<file path="config.mk">
export PLATFORM = sky130hd
export DESIGN_NAME = sram_port0_arbiter
export DESIGN_NICKNAME = d
export VERILOG_FILES = /design/src/rtl/sram_ctrl_pkg.sv /design/src/rtl/sram_arb2.sv /design/src/rtl/sram_port0_arbiter.sv
export SDC_FILE = /design/constraint.sdc
export NUM_CORES = 1
export LEC_CHECK = 0
export BUFFER_PORTS_ARGS = -buffer_cell sky130_fd_sc_hd__buf_4
export CORE_UTILIZATION = 40
export CTS_BUF_LIST = sky130_fd_sc_hd__clkbuf_4 sky130_fd_sc_hd__clkbuf_8
export DETAILED_ROUTE_END_ITERATION = 7
export PLACE_DENSITY = 0.75
export SETUP_SLACK_MARGIN = 0.15
export SYNTH_ARGS = -nofsm -noshare
export SYNTH_HDL_FRONTEND = slang
export SYNTH_HIERARCHICAL = 1
export SYNTH_SLANG_ARGS = --single-unit
</file>
<file path="constraint.sdc">
create_clock -name clk_i -period 1.33 [get_ports clk_i]
set_input_delay 0.133 -clock clk_i [delete_from_list [all_inputs] [get_ports clk_i]]
set_output_delay 0.133 -clock clk_i [all_outputs]
set_load 0.01 [all_outputs]
</file>
<file path="src/rtl/sram_ctrl_pkg.sv">
// sram_ctrl_pkg: shared types and constants for the SRAM port-0 arbiter.
//   SRAM_RSP_LAT : cycles from handshake to response strobe
//   req_id_e     : requester identity (fetch = 0, LSU = 1)
//   tag_t        : per-stage in-flight tag {valid, id, is_write}
package sram_ctrl_pkg;

  localparam int unsigned SRAM_RSP_LAT = 3;

  typedef enum logic {
    REQ_FETCH = 1'b0,
    REQ_LSU   = 1'b1
  } req_id_e;

  typedef struct packed {
    logic    valid;
    req_id_e id;
    logic    is_write;
  } tag_t;

endpackage

</file>
<file path="src/rtl/sram_arb2.sv">
// sram_arb2: two-way grant logic for the SRAM port-0 arbiter.
// Configuration macro: SRAM_ARB_RR_EN
//   defined   -> round-robin with a one-bit preferred-requester pointer
//   undefined -> fixed priority, requester 0 always wins (no state)
// Ports:
//   clk_i, rst_i : clock and synchronous active-high reset (RR build only)
//   valid_i[1:0] : per-requester request valid
//   gnt_o[1:0]   : one-hot grant (combinational), zero while rst_i is high
module sram_arb2 (
`ifdef SRAM_ARB_RR_EN
  input  logic       clk_i,
`endif
  input  logic       rst_i,
  input  logic [1:0] valid_i,
  output logic [1:0] gnt_o
);

`ifdef SRAM_ARB_RR_EN
  // ptr_q names the requester that wins a tie.
  logic ptr_q, ptr_d;

  always_comb begin
    gnt_o = '0;
    if (!rst_i) begin
      if (valid_i[0] && (!valid_i[1] || !ptr_q)) gnt_o = 2'b01;
      else if (valid_i[1])                       gnt_o = 2'b10;
    end
  end

  // After any grant, prefer the requester that just lost out.
  always_comb begin
    ptr_d = ptr_q;
    if (|gnt_o) ptr_d = gnt_o[0];
  end

  always_ff @(posedge clk_i) begin
    if (rst_i) ptr_q <= 1'b0;
    else       ptr_q <= ptr_d;
  end
`else
  always_comb begin
    gnt_o = '0;
    if (!rst_i) begin
      gnt_o[0] = valid_i[0];
      gnt_o[1] = valid_i[1] && !valid_i[0];
    end
  end
`endif

endmodule

</file>
<file path="src/rtl/sram_port0_arbiter.sv">
// sram_port0_arbiter: arbitrates two requesters onto port 0 of the sram
// macro, drives the macro controls from registers and returns read data or
// a write acknowledgement a fixed SRAM_RSP_LAT cycles after the handshake.
// Configuration macro: SRAM_ARB_RR_EN (round-robin vs fixed priority).
// Ports:
//   clk_i, rst_i                 : clock, synchronous active-high reset
//   req_valid_i / req_ready_o    : per-requester handshake (bit n = req n)
//   req_we_i, req_addr_i,
//   req_wdata_i, req_wmask_i     : per-requester fields, requester n in slice n
//   rsp_valid_o                  : per-requester one-cycle response strobe
//   rsp_rdata_o                  : shared read data (0 for write acks)
//   sram_csb0_o .. sram_din0_o   : registered macro port-0 controls
//   sram_dout0_i                 : macro port-0 read data
module sram_port0_arbiter
  import sram_ctrl_pkg::*;
#(
  parameter int unsigned DATA_WIDTH = 32,
  parameter int unsigned ADDR_WIDTH = 10,
  parameter int unsigned NUM_WMASKS = DATA_WIDTH / 8
) (
  input  logic                    clk_i,
  input  logic                    rst_i,
  input  logic [1:0]              req_valid_i,
  output logic [1:0]              req_ready_o,
  input  logic [1:0]              req_we_i,
  input  logic [2*ADDR_WIDTH-1:0] req_addr_i,
  input  logic [2*DATA_WIDTH-1:0] req_wdata_i,
  input  logic [2*NUM_WMASKS-1:0] req_wmask_i,
  output logic [1:0]              rsp_valid_o,
  output logic [DATA_WIDTH-1:0]   rsp_rdata_o,
  output logic                    sram_csb0_o,
  output logic                    sram_web0_o,
  output logic [NUM_WMASKS-1:0]   sram_wmask0_o,
  output logic [ADDR_WIDTH-1:0]   sram_addr0_o,
  output logic [DATA_WIDTH-1:0]   sram_din0_o,
  input  logic [DATA_WIDTH-1:0]   sram_dout0_i
);

  logic [1:0]            gnt;
  logic                  acc;
  logic                  win;
  logic                  we_sel;
  logic [ADDR_WIDTH-1:0] addr_sel;
  logic [DATA_WIDTH-1:0] wdata_sel;
  logic [NUM_WMASKS-1:0] wmask_sel;

  logic                  csb_q, csb_d;
  logic                  web_q, web_d;
  logic [NUM_WMASKS-1:0] wmask_q, wmask_d;
  logic [ADDR_WIDTH-1:0] addr_q, addr_d;
  logic [DATA_WIDTH-1:0] din_q, din_d;
  logic [DATA_WIDTH-1:0] rdata_q, rdata_d;
  tag_t                  tag_q [SRAM_RSP_LAT];
  tag_t                  tag_d [SRAM_RSP_LAT];

  sram_arb2 u_arb (
`ifdef SRAM_ARB_RR_EN
    .clk_i   (clk_i),
`endif
    .rst_i   (rst_i),
    .valid_i (req_valid_i),
    .gnt_o   (gnt)
  );

  assign req_ready_o = gnt;
  assign acc         = |gnt;
  assign win         = gnt[1];

  assign we_sel    = win ? req_we_i[1] : req_we_i[0];
  assign addr_sel  = win ? req_addr_i[2*ADDR_WIDTH-1:ADDR_WIDTH] : req_addr_i[ADDR_WIDTH-1:0];
  assign wdata_sel = win ? req_wdata_i[2*DATA_WIDTH-1:DATA_WIDTH] : req_wdata_i[DATA_WIDTH-1:0];
  assign wmask_sel = win ? req_wmask_i[2*NUM_WMASKS-1:NUM_WMASKS] : req_wmask_i[NUM_WMASKS-1:0];

  always_comb begin
    csb_d   = 1'b1;
    web_d   = 1'b1;
    wmask_d = wmask_q;
    addr_d  = addr_q;
    din_d   = din_q;
    tag_d[0] = '0;
    if (acc) begin
      csb_d   = 1'b0;
      web_d   = ~we_sel;
      wmask_d = we_sel ? wmask_sel : '0;
      addr_d  = addr_sel;
      din_d   = wdata_sel;
      tag_d[0].valid    = 1'b1;
      tag_d[0].id       = req_id_e'(win);
      tag_d[0].is_write = we_sel;
    end
    for (int unsigned i = 1; i < SRAM_RSP_LAT; i++) tag_d[i] = tag_q[i-1];
    // dout0 is valid during the stage holding the macro's negedge access,
    // one stage before the response stage.
    rdata_d = '0;
    if (tag_q[SRAM_RSP_LAT-2].valid && !tag_q[SRAM_RSP_LAT-2].is_write)
      rdata_d = sram_dout0_i;
  end

  always_ff @(posedge clk_i) begin
    if (rst_i) begin
      csb_q   <= 1'b1;
      web_q   <= 1'b1;
      wmask_q <= '0;
      addr_q  <= '0;
      din_q   <= '0;
      rdata_q <= '0;
      for (int unsigned i = 0; i < SRAM_RSP_LAT; i++) tag_q[i] <= '0;
    end else begin
      csb_q   <= csb_d;
      web_q   <= web_d;
      wmask_q <= wmask_d;
      addr_q  <= addr_d;
      din_q   <= din_d;
      rdata_q <= rdata_d;
      for (int unsigned i = 0; i < SRAM_RSP_LAT; i++) tag_q[i] <= tag_d[i];
    end
  end

  always_comb begin
    rsp_valid_o = '0;
    if (tag_q[SRAM_RSP_LAT-1].valid) begin
      if (tag_q[SRAM_RSP_LAT-1].id == REQ_LSU) rsp_valid_o = 2'b10;
      else                                     rsp_valid_o = 2'b01;
    end
  end

  assign rsp_rdata_o   = rdata_q;
  assign sram_csb0_o   = csb_q;
  assign sram_web0_o   = web_q;
  assign sram_wmask0_o = wmask_q;
  assign sram_addr0_o  = addr_q;
  assign sram_din0_o   = din_q;

endmodule

</file>
==> metrics.json, run 1 <==
{
  "endpoint_kind": {"value": "output pin"},
  "dominantRegCellSynth": {"value": "sky130_fd_sc_hd__dfxtp_1"},
  "core_region_area": {"value": 8680, "unit": "sq um"},
  "arrival": {"value": 1.01, "unit": "ns"},
  "routed_wirelength": {"value": 9.55, "unit": "mm"},
  "post_synth_main_area_contributors": {"value": "sky130_fd_sc_hd__dfxtp_1, sky130_fd_sc_hd__mux2_4, sky130_fd_sc_hd__mux2i_1, sky130_fd_sc_hd__and2_1, sky130_fd_sc_hd__nor2_1"},
  "final_count_of_hold_timing_violations": {"value": 0},
  "finalSetupViolCount": {"value": 0},
  "die_area": {"value": 9270, "unit": "sq um"},
  "synth.top_cell.area_share": {"value": 49.5, "unit": "%"},
  "grt_max_degree": {"value": 38},
  "initial_utilization": {"value": 41.0, "unit": "%"},
  "viasPerCell": {"value": 4.55},
  "port_buffers": {"value": 213},
  "switching_share": {"value": 23.9, "unit": "%"},
  "yosysTopAreaCell": {"value": "sky130_fd_sc_hd__dfxtp_1"},
  "netlist_instances": {"value": 292},
  "finalNetCount": {"value": 670},
  "postRouteAntennaNets": {"value": 0},
  "initial_detailed_routing_violation_count": {"value": 54},
  "internal_power": {"value": 0.00438, "unit": "W"},
  "cts_setup_buffers": {"value": 0},
  "final.setup.worst_slack": {"value": 0.192, "unit": "ns"},
  "post-route-period-util": {"value": 85.6, "unit": "%"},
  "pin_count": {"value": 214},
  "post_synthesis_register_bit_count": {"value": 88},
  "clk_pin_slew": {"value": 0.09, "unit": "ns"},
  "synthesis.nets": {"value": 422},
  "finalHoldWorstSlack": {"value": 0.0189, "unit": "ns"},
  "clock_power_share": {"value": 32.6, "unit": "%"},
  "max_slew_margin": {"value": 72.5, "unit": "%"},
  "cts-root-buf": {"value": "sky130_fd_sc_hd__clkbuf_8"},
  "share_of_layout_cells_above_drive_strength_1": {"value": 53.2, "unit": "%"},
  "yosysWarnings": {"value": 6},
  "area_delta_synth_final": {"value": 62.1, "unit": "%"},
  "design_area": {"value": 5770, "unit": "sq um"},
  "startpoint_type": {"value": "input pin"},
  "dpl.hpwl": {"value": 6.56, "unit": "mm"},
  "maxClockFrequency": {"value": 879, "unit": "MHz"},
  "critical_path_required": {"value": 1.20, "unit": "ns"},
  "synth.lib_cells_used.distinct": {"value": 20},
  "height_of_the_die": {"value": 96.3, "unit": "um"},
  "synth_edf_count": {"value": 0},
  "fp.dieW": {"value": 96.3, "unit": "um"},
  "sequentialPowerShare": {"value": 48.6, "unit": "%"},
  "placement_rows": {"value": 34},
  "cellPowerDensity": {"value": 1000, "unit": "nW/um^2"},
  "clk-insertion-delay-late": {"value": 0.34, "unit": "ns"},
  "synthesis.area": {"value": 3560, "unit": "sq um"},
  "detailroute.via_count": {"value": 2970},
  "number_of_antenna_violations_at_the_first_check_in_global_routing": {"value": 0},
  "pre_cts_setup_slack": {"value": -0.0846, "unit": "ns"},
  "worstHoldPathCells": {"value": 3},
  "rr_worst_depth": {"value": 4},
  "status": {"value": "completed"},
  "post_dp_cell_area": {"value": 5220, "unit": "sq um"},
  "tritoncts": {"value": "built"},
  "htree_levels": {"value": 3},
  "gr-usage-all-layers": {"value": 18.9, "unit": "%"},
  "critical_path_class": {"value": "input pin to output pin"},
  "fin_worst_skew": {"value": 0.0113, "unit": "ns"},
  "timing.hold.worst.class": {"value": "input pin to flip-flop"},
  "maxCapViolCount": {"value": 0},
  "insertedDiodeCount": {"value": 0},
  "period_minus_slack": {"value": 1.14, "unit": "ns"},
  "critical_path.max_fanout": {"value": 12},
  "worst_slew_pin_slew": {"value": 0.413, "unit": "ns"},
  "net-switching-power": {"value": 0.00138, "unit": "W"},
  "global_route.overflow_total": {"value": 0},
  "first_global_vias": {"value": 2792},
  "power.combinational.fraction": {"value": 18.8, "unit": "%"},
  "post_synth.cell_area_avg": {"value": 12.2, "unit": "sq um"},
  "globalplace.congestion": {"value": 0.719},
  "vdd.ir_drop.worst": {"value": 520, "unit": "uV"},
  "grt_first_pass_wirelength": {"value": 13.2, "unit": "mm"},
  "number_of_slew_limit_violations_in_the_final_report": {"value": 0},
  "synth_sequential_area_ratio": {"value": 49.5, "unit": "%"},
  "cts_buffers": {"value": 9},
  "wire_per_inst": {"value": 14.6, "unit": "um"},
  "power_leakage": {"value": 2.75, "unit": "nW"},
  "max-clock-path-buffers": {"value": 2},
  "grt_setup_unrepaired": {"value": "false"},
  "drcViolationCount": {"value": 0},
  "dr.pass1.iters": {"value": 4},
  "tns": {"value": 0, "unit": "ns"},
  "synth-async-reset-ratio": {"value": 0, "unit": "%"},
  "cts_sinks": {"value": 88}
}
[kinds of logic (layout without fill, tap and decap cells)]
| group | Yosys count | after routing | synth area share, % |
|---|---|---|---|
| simple gates | 90 | 90 | 13.1 |
| flops | 88 | 88 | 49.5 |
| buf+inv | 21 | 274 | 5.66 |
| compound gates | 5 | 5 | 1.23 |
| mux | 88 | 88 | 30.5 |
[power by group through the flow]
stage	clock network, W	registers, W	logic (W)
after CTS	0.00193	0.00280	0.00109
after detailed placement	0	0.00286	0.00100
final	0.00188	0.00280	0.00108
after global placement	0	0.00286	0.000982
after floorplan	0	0.00291	0.000454
after global routing	0.00203	0.00282	0.00116
[cells in the mapped netlist (all sizes together), types with 2 or more instances]
cell type	instances
dfxtp	88
mux2i	42
nor2	43
mux2	46
clkbuf	4
and2	33
a22o	4
nor2b	8
inv	2
buf	15
[final cells by class]
type	instances	area, sq um
Clock buffer	10	138
Clock inverter	6	66.3
Fill cell	648	2910
Inverter	2	7.51
Multi-Input combinational cell	183	1610
Sequential cell	88	1760
Tap cell	108	135
Timing Repair Buffer	256	2050
[cells in the final DEF (no fill, tap or decap), types with 2 or more instances in the layout]
master,Yosys,final
sky130_fd_sc_hd__buf_4,0,219
sky130_fd_sc_hd__mux2_4,39,39
sky130_fd_sc_hd__dlygate4sd3_1,0,33
sky130_fd_sc_hd__clkbuf_8,0,10
sky130_fd_sc_hd__and2_1,33,33
sky130_fd_sc_hd__mux2_2,7,7
sky130_fd_sc_hd__dfxtp_1,88,88
sky130_fd_sc_hd__buf_12,4,3
sky130_fd_sc_hd__inv_1,2,2
sky130_fd_sc_hd__mux2i_1,42,42
sky130_fd_sc_hd__nor2_1,43,43
sky130_fd_sc_hd__clkinvlp_4,0,3
sky130_fd_sc_hd__a22o_1,4,4
sky130_fd_sc_hd__nor2b_1,8,7
[metal layers]
metal | track usage [%] | routed length [um]
met4 | 7.11 | 157
met5 | 0 | 0
met1 | 20.9 | 3770
met3 | 3.71 | 480
met2 | 35.2 | 5140
[state kept, by name, summed over array words and instances, names as in the netlist]
| signal | flops |
|---|---|
| sram_addr0_o | 10 |
| sram_web0_o | 1 |
| sram_csb0_o | 1 |
| sram_din0_o | 32 |
| sram_wmask0_o | 4 |
| tag_q | 8 |
| rsp_rdata_o | 32 |
[timing repair]
action,in CTS,in global routing
hold buffers,32,1
pin swaps,0,0
resized for setup,1,1
endpoints found under the setup margin,1,1
hold endpoints to repair,32,1
[critical path, stage by stage]
cell	delay (ns)
sky130_fd_sc_hd__buf_4	0.14
sky130_fd_sc_hd__nor3b_4	0.25
sky130_fd_sc_hd__buf_12	0.17
sky130_fd_sc_hd__buf_8	0.16
sky130_fd_sc_hd__buf_4	0.14
[through the flow]
stage / std cells / total power, W / utilization [%]
finish: 653 / 0.00576 / 66.4
global route: 653 / 0.00601 / 66.4
CTS: 652 / 0.00582 / 66.3
detailed placement: 604 / 0.00386 / 60.2
global placement: 604 / 0.00384 / 60.2
floorplan: 292 / 0.00336 / -
[path summary, 6_finish.rpt]
| path | start | end | slack, ns |
|---|---|---|---|
| max | rst_i | req_ready_o[1] | 0.19 |
| max reg2reg | tag_q[0][5] | rsp_rdata_o[0] | 0.30 |
| min | req_addr_i[10] | sram_addr0_o[0] | 0.02 |
| min reg2reg | tag_q[0][1] | tag_q[0][4] | 0.45 |
(Power assumes the default switching activity.)
==> run 2, diff against run 1 <==
Settings changed: ABC_AREA set to 1, PLACE_DENSITY 0.75 to 0.76.
==> run 2 against run 1 <==
First-iteration DRC count increased by 50%. Highest routed layer unchanged. Combinational power is 18% lower. Fmax up 7.8%. Critical endpoint unchanged. Core utilization decreased by 1.9 points.
==> metrics.json, run 2 <==
{
  "synthesis.nets": {"value": 613},
  "finalCoreUtilization": {"value": 64.6, "unit": "%"},
  "final.setup.worst_slack": {"value": 0.275, "unit": "ns"},
  "mostFrequentLayoutCell": {"value": "sky130_fd_sc_hd__nand2_1"},
  "finalSetupViolCount": {"value": 0},
  "route.met2.wl": {"value": 4.28, "unit": "mm"},
  "dpl.hpwl": {"value": 6.60, "unit": "mm"},
  "placement_rows": {"value": 33},
  "synth_edf_count": {"value": 0},
  "endpoint_kind": {"value": "output pin"},
  "port_buffers": {"value": 213},
  "number_of_antenna_violations_at_the_first_check_in_global_routing": {"value": 0},
  "pre_cts_setup_slack": {"value": 0.00364, "unit": "ns"},
  "netlist_instances": {"value": 483},
  "post_synthesis_register_bit_count": {"value": 88},
  "maxClockFrequency": {"value": 947, "unit": "MHz"},
  "initial_detailed_routing_violation_count": {"value": 81},
  "clk_pin_slew": {"value": 0.09, "unit": "ns"},
  "viasPerCell": {"value": 4.31},
  "period_minus_slack": {"value": 1.06, "unit": "ns"},
  "area_delta_synth_final": {"value": 57.6, "unit": "%"},
  "grt_first_pass_wirelength": {"value": 13.4, "unit": "mm"},
  "synthTopCellsByCount": {"value": "sky130_fd_sc_hd__nand2_1, sky130_fd_sc_hd__dfxtp_1, sky130_fd_sc_hd__inv_1"},
  "fin_worst_skew": {"value": 0.00941, "unit": "ns"},
  "cts-root-buf": {"value": "sky130_fd_sc_hd__clkbuf_8"},
  "global_route.overflow_total": {"value": 0},
  "synthesis.area": {"value": 3350, "unit": "sq um"},
  "postRouteAntennaNets": {"value": 0},
  "wire_per_inst": {"value": 10.7, "unit": "um"},
  "post_synth.cell_area_avg": {"value": 6.93, "unit": "sq um"},
  "rr_worst_depth": {"value": 5},
  "first_global_vias": {"value": 3112},
  "cts_sinks": {"value": 88},
  "cts_repair_resize_count": {"value": 0},
  "maxUsedRoutingLayer": {"value": "met4"},
  "insertedDiodeCount": {"value": 0},
  "worst_setup_path_startpoint": {"value": "req_valid_i[0]"},
  "maxCapViolCount": {"value": 0},
  "max_slew_margin": {"value": 60.6, "unit": "%"},
  "synth.top_cell.area_share": {"value": 52.6, "unit": "%"},
  "worstHoldPathCells": {"value": 3},
  "dominantRegCellSynth": {"value": "sky130_fd_sc_hd__dfxtp_1"},
  "gr-usage-all-layers": {"value": 19.2, "unit": "%"},
  "finalNetCount": {"value": 824},
  "drcViolationCount": {"value": 0},
  "fillCellCount": {"value": 737},
  "dr.pass1.iters": {"value": 4},
  "globalplace.congestion": {"value": 0.828},
  "routed_wirelength": {"value": 8.57, "unit": "mm"},
  "yosysWarnings": {"value": 6},
  "cellPowerDensity": {"value": 1060, "unit": "nW/um^2"},
  "fp.dieW": {"value": 93.5, "unit": "um"},
  "htree_levels": {"value": 3},
  "post_synth_main_area_contributors": {"value": "sky130_fd_sc_hd__dfxtp_1, sky130_fd_sc_hd__nand2_1, sky130_fd_sc_hd__inv_1, sky130_fd_sc_hd__nor2_1, sky130_fd_sc_hd__buf_4"},
  "number_of_slew_limit_violations_in_the_final_report": {"value": 0},
  "pin_count": {"value": 214},
  "final_count_of_hold_timing_violations": {"value": 0},
  "yosysTopAreaCell": {"value": "sky130_fd_sc_hd__dfxtp_1"},
  "max-clock-path-buffers": {"value": 2},
  "share_of_layout_cells_above_drive_strength_1": {"value": 35.1, "unit": "%"},
  "status": {"value": "completed"},
  "detailroute.via_count": {"value": 3465},
  "worst_r2r_startpoint": {"value": "tag_q[0][5]"},
  "cts_setup_buffers": {"value": 0},
  "grt_max_degree": {"value": 47},
  "initial_utilization": {"value": 41.0, "unit": "%"},
  "tritoncts": {"value": "built"},
  "critical_path.max_fanout": {"value": 21},
  "grt_setup_unrepaired": {"value": "false"},
  "synth.lib_cells_used.distinct": {"value": 14},
  "die_area": {"value": 8740, "unit": "sq um"},
  "critical_path_class": {"value": "input pin to output pin"},
  "vdd.ir_drop.worst": {"value": 470, "unit": "uV"},
  "tns": {"value": 0, "unit": "ns"},
  "synth_sequential_area_ratio": {"value": 52.6, "unit": "%"},
  "mostFrequentLayoutCells": {"value": "sky130_fd_sc_hd__nand2_1, sky130_fd_sc_hd__buf_4, sky130_fd_sc_hd__dfxtp_1"},
  "post-route-period-util": {"value": 79.4, "unit": "%"},
  "worst_slew_pin_slew": {"value": 0.591, "unit": "ns"},
  "power_leakage": {"value": 3.06, "unit": "nW"},
  "wl_met1": {"value": 3.52, "unit": "mm"},
  "clk-insertion-delay-late": {"value": 0.33, "unit": "ns"},
  "routed_wire_length_on_met3": {"value": 618, "unit": "um"},
  "synth-async-reset-ratio": {"value": 0, "unit": "%"},
  "yosysMostFrequentCell": {"value": "sky130_fd_sc_hd__nand2_1"},
  "startpoint_type": {"value": "input pin"},
  "arrival": {"value": 0.92, "unit": "ns"},
  "core_region_area": {"value": 8180, "unit": "sq um"},
  "height_of_the_die": {"value": 93.5, "unit": "um"},
  "hold_path_startpoint": {"value": "sram_dout0_i[20]"},
  "timing.hold.worst.class": {"value": "input pin to flip-flop"},
  "cts_buffers": {"value": 9},
  "critical_path_required": {"value": 1.20, "unit": "ns"}
}
==> run 2: changes by cell type after synthesis, moves of 5 or more <==
cell	before	now
sky130_fd_sc_hd__nand2_1	1	278
sky130_fd_sc_hd__nor2b_1	8	0
sky130_fd_sc_hd__buf_6	7	2
sky130_fd_sc_hd__buf_2	4	9
sky130_fd_sc_hd__mux2_2	7	0
sky130_fd_sc_hd__buf_4	0	10
sky130_fd_sc_hd__and2_1	33	0
sky130_fd_sc_hd__mux2_4	39	0
sky130_fd_sc_hd__mux2i_1	42	0
sky130_fd_sc_hd__inv_1	2	42
==> run 2: routing by layer <==
metal,vias to the layer above,track usage [%]
met5,-,0
met4,0,6.79
met1,1503,21.3
met2,132,35.7
met3,15,4.15
li1,1815,-
==> run 2: critical path, stage by stage <==
cell and delay, ns:
sky130_fd_sc_hd__buf_4 0.11, sky130_fd_sc_hd__inv_2 0.05, sky130_fd_sc_hd__nand2_2 0.05, sky130_fd_sc_hd__nor2_4 0.15, sky130_fd_sc_hd__buf_4 0.26, sky130_fd_sc_hd__buf_4 0.16
==> run 2: final timing paths <==
check	endpoint	slack [ns]
worst max-delay path	req_ready_o[1]	0.27
worst min-delay path	rsp_rdata_o[20]	0.01
worst min register to register	tag_q[0][4]	0.40
worst max register to register	rsp_rdata_o[14]	0.38
==> run 2: stage by stage <==
step | hold WS, ns | cells | cell area [sq um] | power [W]
finish | 0.0131 | 804 | 5280 | 0.00558
global route | 0.00842 | 804 | 5280 | 0.00585
CTS | 0.00155 | 803 | 5270 | 0.00564
detailed placement | 0.354 | 786 | 5040 | 0.00375
global placement | 0.346 | 786 | 5040 | 0.00372
floorplan | 0.245 | 483 | 3350 | 0.00321
==> run 2: repair_timing <==
action | in CTS | in global routing
setup endpoints to repair | 0 | 0
endpoints found under the hold margin | 1 | 1
hold buffers | 1 | 1
==> run 2: cell families after synthesis <==
| family | after synthesis | synth area share, % |
|---|---|---|
| simple gates | 327 | 37.9 |
| flops | 88 | 52.6 |
| buf+inv | 68 | 9.53 |
==> run 2: final cells by class <==
type,instances,area [sq um],share of cell area [%]
sequential,88,1760,33.4
timing repair buffer,223,1730,32.8
clock inverter,5,62.6,1.19
multi-input combinational,327,1270,24.1
inverter,45,169,3.20
tap,105,131,2.49
clock buffer,11,151,2.87
==> run 2: report_power, final <==
part	internal, W	switching [W]	total, W
logic	0.000493	0.000389	0.000881
registers	0.00275	0.0000535	0.00280
clock network	0.000982	0.000918	0.00190
total	0.00422	0.00136	0.00558
==> run 3, diff against run 2 <==
Settings changed: CORE_UTILIZATION 40 to 39, PLACE_DENSITY 0.76 to 0.78.
Clock period 1.33 ns to 0.8 ns, I/O delays scaled along.
==> run 3 against run 2 <==
The flow now stops in global routing. Area after synthesis unchanged. Synthesized cell count unchanged.
==> metrics.json, run 3 <==
{
  "status": {"value": "aborted with a tool error"},
  "lastStage": {"value": "global routing"},
  "flow.first_error": {"value": "[ERROR GRT-0232] Routing congestion too high. Check the congestion heatmap in the GUI."},
  "netlist_instances": {"value": 483},
  "gr-usage-all-layers": {"value": 88.9, "unit": "%"},
  "synthesis.area": {"value": 3350, "unit": "sq um"},
  "dominantRegCellSynth": {"value": "sky130_fd_sc_hd__dfxtp_1"},
  "synth-async-reset-ratio": {"value": 0, "unit": "%"},
  "synth.lib_cells_used.distinct": {"value": 14},
  "synth_edf_count": {"value": 0},
  "synthTopCellsByCount": {"value": "sky130_fd_sc_hd__nand2_1, sky130_fd_sc_hd__dfxtp_1, sky130_fd_sc_hd__inv_1"},
  "max-clock-path-buffers": {"value": 2},
  "yosysMostFrequentCell": {"value": "sky130_fd_sc_hd__nand2_1"},
  "cts-root-buf": {"value": "sky130_fd_sc_hd__clkbuf_8"},
  "post_synth_main_area_contributors": {"value": "sky130_fd_sc_hd__dfxtp_1, sky130_fd_sc_hd__nand2_1, sky130_fd_sc_hd__inv_1, sky130_fd_sc_hd__nor2_1, sky130_fd_sc_hd__buf_4"},
  "pin_count": {"value": 214},
  "post_synthesis_register_bit_count": {"value": 88},
  "globalplace.congestion": {"value": 0.821},
  "htree_levels": {"value": 3},
  "initial_utilization": {"value": 40.6, "unit": "%"},
  "grt_max_degree": {"value": 25},
  "port_buffers": {"value": 213},
  "yosysWarnings": {"value": 6},
  "global_route.overflow_total": {"value": 324},
  "cts_sinks": {"value": 88},
  "pre_cts_setup_slack": {"value": -0.357, "unit": "ns"},
  "endpoint_with_the_least_setup_slack_after_the_last_global_route_repair": {"value": "rsp_valid_o[1]"},
  "height_of_the_die": {"value": 94.7, "unit": "um"},
  "synth_sequential_area_ratio": {"value": 52.6, "unit": "%"},
  "timing.worst_endpoint.kind": {"value": "primary output"},
  "cts_buffers": {"value": 9},
  "synthesis.nets": {"value": 613},
  "dpl.hpwl": {"value": 6.88, "unit": "mm"},
  "post_dp_cell_area": {"value": 5140, "unit": "sq um"},
  "placement_rows": {"value": 33},
  "fp.dieW": {"value": 94.7, "unit": "um"},
  "post_synth.cell_area_avg": {"value": 6.93, "unit": "sq um"},
  "synth.top_cell.area_share": {"value": 52.6, "unit": "%"},
  "yosysTopAreaCell": {"value": "sky130_fd_sc_hd__dfxtp_1"}
}
==> run 3: logic make-up after synthesis <==
kind of cell / Yosys count / share of synthesized area [%]
AND/OR/NAND/NOR: 327 / 37.9
flip-flops: 88 / 52.6
buffers and inverters: 68 / 9.53
==> run 3: layer usage <==
metal  overflow  GRT usage, %
met3          0          72.8
met5          0          23.2
met2        203           109
met4        119           107
met1          2          80.7
==> run 3: metrics by stage <==
stage	std cells	utilization [%]	hold slack, ns
4_1_cts	881	86.7	-0.000373
3_5_place_dp	790	62.2	0.301
3_3_place_gp	790	62.2	0.293
2_1_floorplan	483	-	0.192
==> run 3: what timing repair did <==
action                                  4_1_cts
gates cloned                                 19
hold endpoints to repair                     33
buffers inserted                             24
hold buffers                                 32
resized for setup                           264
pin swaps                                    38
endpoints found under the setup margin      166
==> run 4, diff against run 3 <==
Settings changed: CORE_UTILIZATION 39 to 25, CTS_BUF_LIST sky130_fd_sc_hd__clkbuf_4 sky130_fd_sc_hd__clkbuf_8 to unset, PLACE_DENSITY 0.78 to unset, PLACE_DENSITY_LB_ADDON set to 0.15, SETUP_SLACK_MARGIN 0.15 to unset.
Clock period 0.8 ns to 1 ns, I/O delays scaled along.
==> run 4 against run 3 <==
The flow now finishes, with violations (setup timing).
==> metrics.json, run 4 (synthesized netlist as in run 2, its figures left out) <==
{
  "mostFrequentLayoutCell": {"value": "sky130_fd_sc_hd__nand2_1"},
  "initial_utilization": {"value": 26.1, "unit": "%"},
  "final.setup.worst_slack": {"value": -0.00467, "unit": "ns"},
  "maxCapViolCount": {"value": 0},
  "vdd.ir_drop.worst": {"value": 619, "unit": "uV"},
  "max_slew_margin": {"value": 83.2, "unit": "%"},
  "routed_wirelength": {"value": 10.0, "unit": "mm"},
  "grt_setup_unrepaired": {"value": "true"},
  "status": {"value": "finished with violations"},
  "gr-usage-all-layers": {"value": 14.7, "unit": "%"},
  "number_of_slew_limit_violations_in_the_final_report": {"value": 0},
  "max-clock-path-buffers": {"value": 2},
  "wire_per_inst": {"value": 11.0, "unit": "um"},
  "number_of_antenna_violations_at_the_first_check_in_global_routing": {"value": 0},
  "worst_slew_pin_slew": {"value": 0.252, "unit": "ns"},
  "crit_chain": {"value": "inv_2, nor2_2, buf_4"},
  "critPathMaxStageDelay": {"value": 0.33, "unit": "ns"},
  "failed_checks": {"value": "setup timing"},
  "maxClockFrequency": {"value": 995, "unit": "MHz"},
  "tns": {"value": -0.00467, "unit": "ns"},
  "grt_max_degree": {"value": 33},
  "final_count_of_hold_timing_violations": {"value": 0},
  "fillCellCount": {"value": 1281},
  "fin_worst_skew": {"value": 0.00291, "unit": "ns"},
  "critical-path-top-delay-family": {"value": "flip-flops"},
  "cpMaxStageDelayCell": {"value": "sky130_fd_sc_hd__dfxtp_2"},
  "clock_power_share": {"value": 39.2, "unit": "%"},
  "timing.hold.worst.class": {"value": "input pin to flip-flop"},
  "cts-root-buf": {"value": "sky130_fd_sc_hd__clkbuf_16"},
  "critical_path_required": {"value": 0.90, "unit": "ns"},
  "power.combinational.fraction": {"value": 15.9, "unit": "%"},
  "mostFrequentLayoutCells": {"value": "sky130_fd_sc_hd__nand2_1, sky130_fd_sc_hd__buf_4, sky130_fd_sc_hd__dfxtp_1"},
  "postRouteAntennaNets": {"value": 0},
  "switching_share": {"value": 22.8, "unit": "%"},
  "endpoint_kind": {"value": "output pin"},
  "finalSetupViolCount": {"value": 1},
  "finalHoldWorstSlack": {"value": 0.0507, "unit": "ns"},
  "drcViolationCount": {"value": 0},
  "core_region_area": {"value": 12800, "unit": "sq um"},
  "fp.dieW": {"value": 118, "unit": "um"},
  "viasPerCell": {"value": 3.92},
  "die_area": {"value": 13900, "unit": "sq um"},
  "htree_levels": {"value": 3},
  "cts_sinks": {"value": 88},
  "area_delta_synth_final": {"value": 74.5, "unit": "%"},
  "startpoint_type": {"value": "flip-flop"},
  "net-switching-power": {"value": 0.00189, "unit": "W"},
  "dpl.hpwl": {"value": 7.10, "unit": "mm"},
  "tritoncts": {"value": "built"},
  "grt_first_pass_wirelength": {"value": 16.4, "unit": "mm"},
  "share_of_layout_cells_above_drive_strength_1": {"value": 34.7, "unit": "%"},
  "globalplace.congestion": {"value": 0.768},
  "clk-insertion-delay-late": {"value": 0.33, "unit": "ns"},
  "critical_path.max_fanout": {"value": 2},
  "clk_pin_slew": {"value": 0.06, "unit": "ns"},
  "initial_detailed_routing_violation_count": {"value": 97},
  "detailroute.via_count": {"value": 3563},
  "finalNetCount": {"value": 863},
  "cellPowerDensity": {"value": 1420, "unit": "nW/um^2"},
  "sequentialPowerShare": {"value": 44.9, "unit": "%"},
  "global_route.overflow_total": {"value": 0},
  "period_minus_slack": {"value": 1.00, "unit": "ns"},
  "dr.pass1.iters": {"value": 4},
  "port_buffers": {"value": 213},
  "internal_power": {"value": 0.00641, "unit": "W"},
  "critical_path_class": {"value": "flip-flop to output pin"},
  "arrival": {"value": 0.90, "unit": "ns"},
  "first_global_vias": {"value": 3533},
  "cts_buffers": {"value": 9},
  "pin_count": {"value": 214},
  "critical_path_buf_inv_count": {"value": 2},
  "post-route-period-util": {"value": 100, "unit": "%"},
  "height_of_the_die": {"value": 118, "unit": "um"},
  "placement_rows": {"value": 41},
  "power_leakage": {"value": 3.27, "unit": "nW"},
  "insertedDiodeCount": {"value": 0}
}
[run 4: tightest hold or removal path, stage by stage]
cell                      delay [ns]
sky130_fd_sc_hd__buf_4          0.08
sky130_fd_sc_hd__nand2_1        0.04
sky130_fd_sc_hd__nand2_1        0.04
sky130_fd_sc_hd__nand2_1        0.04
sky130_fd_sc_hd__nand2_1        0.05
[run 4: power groups by stage]
stage	Sequential, W	Clock (W)	Combinational, W
final	0.00373	0.00326	0.00132
after floorplan	0.00387	0	0.000414
after CTS	0.00373	0.00341	0.00132
after detailed placement	0.00380	0	0.00121
after global routing	0.00375	0.00357	0.00146
after global placement	0.00380	0	0.00121
[run 4: cell type report]
| class | instances | area, sq um | share of cell area (%) |
|---|---|---|---|
| repair buffers | 262 | 2130 | 36.5 |
| flip-flops and latches | 88 | 1760 | 30.2 |
| multi-input cells | 327 | 1280 | 21.8 |
| clock buffers | 12 | 246 | 4.22 |
| well taps | 172 | 215 | 3.68 |
| inverters | 45 | 169 | 2.89 |
| clock inverters | 3 | 42.5 | 0.728 |
[run 4: through the flow]
stage	cells	setup WS [ns]	area [sq um]	util (%)	power [W]
global route	909	-0.0605	5840	45.6	0.00877
detailed placement	860	-0.219	5180	40.4	0.00502
CTS	907	-0.0243	5800	45.3	0.00846
global placement	860	-0.186	5180	40.4	0.00501
floorplan	483	0.00254	3370	-	0.00428
finish	909	-0.00467	5840	45.6	0.00830
[run 4: path summary, 6_finish.rpt]
check	from	endpoint	slack (ns)	depth (start not counted)
setup / recovery	tag_q[0][8]	rsp_valid_o[0]	-0.005	3
setup reg to reg	tag_q[0][5]	rsp_rdata_o[27]	0.13	5
hold reg to reg	tag_q[0][4]	tag_q[0][7]	0.40	2
hold / removal	req_wdata_i[17]	sram_din0_o[17]	0.05	5
[run 4: per-layer routing]
| layer | GRT usage, % | part of all wire (%) | up-vias |
|---|---|---|---|
| met5 | 0 | 0 | - |
| met1 | 17.1 | 44 | 1515 |
| met4 | 5.77 | 1.6 | 0 |
| li1 | - | - | 1895 |
| met2 | 24.9 | 47 | 140 |
| met3 | 4.99 | 7.7 | 13 |
[run 4: timing repair]
action / in CTS / in global routing
setup endpoints to repair: 3 / 3
buffers inserted: 0 / 1
hold buffers: 32 / 0
cloned: 0 / 1
endpoints found under the hold margin: 32 / 0
gates resized for setup: 4 / 5
pin swaps: 0 / 2
